===== config.mk =====
export PLATFORM = sky130hd
export DESIGN_NAME = wb_arbiter
export DESIGN_NICKNAME = d
export VERILOG_FILES = /design/src/rtl/wb_arbiter.sv
export SDC_FILE = /design/constraint.sdc
export NUM_CORES = 1
export LEC_CHECK = 0
export ABC_CLOCK_PERIOD_IN_PS = 9680
export CELL_PAD_IN_SITES_DETAIL_PLACEMENT = 1
export CELL_PAD_IN_SITES_GLOBAL_PLACEMENT = 1
export CORE_MARGIN = 2
export CORE_UTILIZATION = 40
export CTS_BUF_LIST = sky130_fd_sc_hd__clkbuf_4
export CTS_CLUSTER_SIZE = 28
export DETAILED_ROUTE_END_ITERATION = 10
export DONT_BUFFER_PORTS = 1
export GPL_TIMING_DRIVEN = 0
export PLACE_DENSITY_LB_ADDON = 0.25
export SYNTH_ARGS = -nofsm -noshare
export SYNTH_HDL_FRONTEND = slang
export SYNTH_SLANG_ARGS = --single-unit

===== constraint.sdc =====
create_clock -name clk -period 9.68 [get_ports clk]
set_input_delay 0.484 -clock clk [delete_from_list [all_inputs] [get_ports clk]]
set_output_delay 0.484 -clock clk [all_outputs]
set_load 0.03 [all_outputs]

===== src/rtl/wb_arbiter.sv =====
// wb_arbiter: per-source hold slots drained round-robin into a registered RF write port.
// Define WB_FWD_EN to build the forwarding lookup logic; otherwise fwd_hit/fwd_data are 0.
module wb_arbiter #(
  parameter int N_SRC     = 3,
  parameter int FWD_PORTS = 2
) (
  input  logic                   clk,
  input  logic                   reset,
  input  logic [N_SRC-1:0]       src_valid,
  output logic [N_SRC-1:0]       src_ready,
  input  logic [N_SRC*5-1:0]     src_addr,
  input  logic [N_SRC*64-1:0]    src_data,
  output logic [4:0]             wa,
  output logic                   wvalid,
  output logic [63:0]            wd,
  input  logic [FWD_PORTS*5-1:0] fwd_ra,
  output logic [FWD_PORTS-1:0]   fwd_hit,
  output logic [FWD_PORTS*64-1:0] fwd_data,
  output logic                   idle
);
  localparam int RW = $clog2(N_SRC);
  localparam logic [RW-1:0] LAST = RW'(N_SRC - 1);

  logic [N_SRC-1:0] hold_v;
  logic [4:0]       hold_a [N_SRC];
  logic [63:0]      hold_d [N_SRC];
  logic [RW-1:0]    rr;
  logic [N_SRC-1:0] grant;
  logic [N_SRC-1:0] accept;
  logic [RW-1:0]    gidx;
  logic [RW-1:0]    scan;
  logic             found;

  // Rotating search from rr for the first occupied slot; depends on state only.
  always_comb begin
    grant = '0;
    gidx  = '0;
    found = 1'b0;
    scan  = rr;
    for (int k = 0; k < N_SRC; k++) begin
      if (!found && hold_v[scan]) begin
        found = 1'b1;
        gidx  = scan;
      end
      scan = (scan == LAST) ? '0 : scan + 1'b1;
    end
    if (found) grant[gidx] = 1'b1;
  end

  assign src_ready = ~hold_v | grant;
  assign idle      = ~|hold_v && !wvalid;

  // A handshake to x0 completes but never occupies a slot.
  always_comb begin
    accept = '0;
    for (int i = 0; i < N_SRC; i++) begin
      accept[i] = src_valid[i] && src_ready[i] &&
                  (src_addr[i*5 +: 5] != 5'd0);
    end
  end

  // Hold slots: reload wins over the drain of the granted slot.
  always_ff @(posedge clk) begin
    if (reset) begin
      hold_v <= '0;
      for (int i = 0; i < N_SRC; i++) begin
        hold_a[i] <= '0;
        hold_d[i] <= '0;
      end
    end else begin
      for (int i = 0; i < N_SRC; i++) begin
        if (accept[i]) begin
          hold_v[i] <= 1'b1;
          hold_a[i] <= src_addr[i*5 +: 5];
          hold_d[i] <= src_data[i*64 +: 64];
        end else if (grant[i]) begin
          hold_v[i] <= 1'b0;
        end
      end
    end
  end

  // Registered write port and round-robin pointer advance.
  always_ff @(posedge clk) begin
    if (reset) begin
      wvalid <= 1'b0;
      wa     <= '0;
      wd     <= '0;
      rr     <= '0;
    end else begin
      wvalid <= found;
      if (found) begin
        wa <= hold_a[gidx];
        wd <= hold_d[gidx];
        rr <= (gidx == LAST) ? '0 : gidx + 1'b1;
      end
    end
  end

`ifdef WB_FWD_EN
  // Lowest-index matching slot first, then the output register; x0 never hits.
  always_comb begin
    fwd_hit  = '0;
    fwd_data = '0;
    for (int k = 0; k < FWD_PORTS; k++) begin
      if (fwd_ra[k*5 +: 5] != 5'd0) begin
        for (int i = 0; i < N_SRC; i++) begin
          if (!fwd_hit[k] && hold_v[i] &&
              hold_a[i] == fwd_ra[k*5 +: 5]) begin
            fwd_hit[k]            = 1'b1;
            fwd_data[k*64 +: 64]  = hold_d[i];
          end
        end
        if (!fwd_hit[k] && wvalid &&
            wa == fwd_ra[k*5 +: 5]) begin
          fwd_hit[k]           = 1'b1;
          fwd_data[k*64 +: 64] = wd;
        end
      end
    end
  end
`else
  logic unused_fwd_ra;
  assign unused_fwd_ra = ^fwd_ra;
  assign fwd_hit  = '0;
  assign fwd_data = '0;
`endif

endmodule


==> results.sh <==
export IMPL_sw_frac_of_total_pct=31.6
export IMPL_p_sw_mw=1.05
export IMPL_drtAntennaViolNets=0
export IMPL_power_share_clock_pct=35.5
export IMPL_combPwrFrac_pct=17.4
export IMPL_cts_setup_buffers=0
export IMPL_wl_per_cell_um=25.2
export IMPL_busiest_layer="met2"
export IMPL_critPathLaunchType="flop"
export IMPL_vias=11700
export IMPL_reg2reg_depth=7
export IMPL_powerDensity_nw_per_um2=188
export IMPL_period_share_pct=34.0
export IMPL_cts_max_level=3
export IMPL_overflow=0
export IMPL_slew_headroom_pct=24.6
export IMPL_r2r_end="hold_d[0][15]$_SDFFCE_PN0P_"
export IMPL_nets=1887
export IMPL_endpoint="hold_d[0][15]$_SDFFCE_PN0P_"
export IMPL_place_hpwl_um=36600
export IMPL_tightest_slew_ns=1.12
export IMPL_fmax_mhz=304
export IMPL_power_frac_seq_pct=47.1
export IMPL_r2r_start="rr[1]$_SDFFE_PP0P_"
export IMPL_synth_area_sq_um=13600
export IMPL_fin_skew_ns=0.0567
export IMPL_critPathArrivalTime_ns=3.80
export IMPL_drc=0
export IMPL_die_h_um=189
export IMPL_core_sq_um=33500
export IMPL_ys_seq_area_share_pct=56.6
export IMPL_die_w_um=189
export IMPL_cts_tree="yes"
export IMPL_synth_cell_types=39
export IMPL_placed_cell_area_sq_um=14800
export IMPL_initial_core_util_pct=40.7
export IMPL_synth_edf_count=207
export IMPL_synth_top_area_cell="edfxtp_1"
export IMPL_synth_seq_cells=282
export IMPL_syn_instance_count=1268
export IMPL_ys_top_cells_by_count="a21oi_1, nand2b_1, edfxtp_1, buf_4, clkbuf_1"
export IMPL_numClockSinks=282
export IMPL_status="complete, no violations"
export IMPL_crit_fanout=10
export IMPL_n_fill_cell=3765
export IMPL_avgSynthCellArea_sq_um=10.8
export IMPL_drt_total_wl_um=54900
export IMPL_crit_type="flop to flop"
export IMPL_hold_class="input port to flop"
export IMPL_drive_gt1_share_pct=18.2
export IMPL_synthTopCellsByArea="edfxtp_1, dfxtp_1, nand2b_1"
export IMPL_die_area_sq_um=35600
export IMPL_synth_top_area_share_pct=45.6
export IMPL_peakVddDrop_uv=77.0
export IMPL_antenna_found_initial=6
export IMPL_area_growth_pct=29.9
export IMPL_drv_cap=0
export IMPL_yosys_warnings=0
export IMPL_globalplace_congestion=0.825
export IMPL_final_hold_viol_count=0
export IMPL_setup_tns_ns=0
export IMPL_cts_buffers=79
export IMPL_insertion_delay_ns=0.74
export IMPL_numPortBuffers=0
export IMPL_p_leak_nw=7.08
export IMPL_clk_pin_slew_ns=0.06
export IMPL_rsz0062_at_grt="no"
export IMPL_crit_path_end_kind="flop"
export IMPL_dr_pass1_iters=5
export IMPL_clock_path_buffers=3
export IMPL_fin_area_sq_um=17700
export IMPL_use_met2_pct=50.9
export IMPL_rrSetupSlack_ns=6.39
export IMPL_internal_power_mw=2.28
export IMPL_gr_usage_all_layers_pct=30.6
export IMPL_setup_viol=0
export IMPL_period_needed_ns=3.29
export IMPL_crit_start="rr[1]$_SDFFE_PP0P_"
export IMPL_grt_pass1_wl_um=79200
export IMPL_post_place_ws_ns=6.16
export IMPL_report_final_slew_viol_count=0
export IMPL_fin_ws_ns=6.39
export IMPL_routed_via_density=5.37
export IMPL_row_count=67
export IMPL_grt_max_degree=50
export IMPL_synthArstFlopShare_pct=0
export IMPL_grt_pass1_vias=12400
export IMPL_drt_iter0_drc=852
export IMPL_cts_root_buf="clkbuf_4"
export IMPL_critPathRequiredTime_ns=10.18
export IMPL_synth_most_common_cell="a21oi_1"
export IMPL_use_met1_pct=36.5
export IMPL_ctsResizeCount=0
export IMPL_ios=426
export IMPL_cts_hold_buf=183
export IMPL_synth_flop_cell="edfxtp_1"
export IMPL_gr_usage_met3_pct=8.98
==> placed cells by master, fill, tap and decap left out, drive strengths merged <==
cell / netlist / routed
a2111oi: 1 / 1
a211o: 1 / 1
a211oi: 37 / 37
a21o: 3 / 3
a21oi: 247 / 247
a22oi: 36 / 36
a32oi: 35 / 35
and2: 1 / 1
and3b: 1 / 1
buf: 164 / 168
bufinv: 0 / 2
clkbuf: 84 / 213
clkinv: 0 / 7
conb: 1 / 130
dfxtp: 75 / 75
diode: 0 / 4
dlygate4sd3: 0 / 183
edfxtp: 207 / 207
inv: 3 / 6
mux2: 1 / 1
nand2: 37 / 37
nand2b: 210 / 210
nand3b: 1 / 1
nor2: 37 / 37
nor2b: 2 / 2
nor3b: 2 / 2
nor4: 2 / 2
o21a: 2 / 2
o21ai: 38 / 38
o21ba: 1 / 1
o21bai: 1 / 1
o221ai: 34 / 34
o31ai: 1 / 1
or4: 3 / 3
==> metal layers <==
| layer | up-vias | wire length (um) |
|---|---|---|
| met2 | 577 | 26500 |
| li1 | 5198 | - |
| met5 | - | 0 |
| met1 | 5779 | 21200 |
| met3 | 141 | 4830 |
| met4 | 0 | 2350 |
==> area by class of cell <==
cell class | instances | area [sq um] | area share [%]
clock buffers | 129 | 968 | 5.47
plain buffers | 248 | 1500 | 8.48
flip-flops and latches | 282 | 7720 | 43.6
repair buffers | 187 | 1910 | 10.8
well taps | 448 | 561 | 3.17
diodes | 4 | 10.0 | 0.0565
multi-input cells | 864 | 4920 | 27.8
clock inverters | 12 | 103 | 0.579
inverters | 3 | 11.3 | 0.0636
==> worst max-delay path, cell delays in order, from the launching register on <==
cell and delay (ns):
dfxtp_1 0.30, clkbuf_1 0.29, mux2_2 0.40, o21ai_1 0.87, a22oi_4 0.38, buf_6 0.31
buf_4 0.20, a21oi_1 0.31
==> power groups by stage <==
stage	Sequential [mW]	Combinational, mW	Clock [mW]
after CTS	1.57	0.567	1.20
final	1.57	0.581	1.19
after floorplan	1.56	0.349	0
after global routing	1.58	0.617	1.26
after global placement	1.60	0.481	0
after detailed placement	1.59	0.501	0
==> worst min path at each step <==
stage | endpoint | start | cells after the start
floorplan | wa[1]$_SDFFE_PP0P_ | hold_a[1][1]$_SDFFCE_PN0P_ | 2
global placement | wd[6]$_SDFFE_PP0P_ | hold_d[1][6]$_SDFFCE_PN0P_ | 2
detailed placement | wd[43]$_SDFFE_PP0P_ | hold_d[1][43]$_SDFFCE_PN0P_ | 2
CTS | hold_d[0][51]$_SDFFCE_PN0P_ | src_data[51] | 2
global route | hold_d[1][60]$_SDFFCE_PN0P_ | src_data[124] | 2
finish | hold_d[2][0]$_SDFFCE_PN0P_ | src_data[128] | 2
==> state kept, by name (all words and copies together), names as in the netlist <==
name / flops
hold_v: 3
wd: 64
wvalid: 1
hold_d: 192
rr: 2
wa: 5
hold_a: 15
==> cell families after synthesis <==
| kind of cell | after synthesis | synth area share [%] |
|---|---|---|
| AOI/OAI and AO/OA | 437 | 19.8 |
| and+or+nand+nor | 296 | 12.4 |
| DFF | 282 | 56.6 |
| buffers and inverters | 251 | 11.1 |
| muxes | 1 | 0.0826 |
| other | 1 | 0.0275 |
==> stage by stage <==
stage | power (mW) | instances | utilization, % | hold WS [ns]
finish | 3.34 | 2177 | 52.8 | 0.0446
global placement | 2.08 | 1845 | 43.8 | 0.427
global route | 3.46 | 2177 | 52.8 | 0.00834
detailed placement | 2.10 | 1849 | 44.1 | 0.439
floorplan | 1.91 | 1397 | - | 0.425
CTS | 3.33 | 2173 | 52.8 | 0.000630
Power figures use the tool's default switching activity.
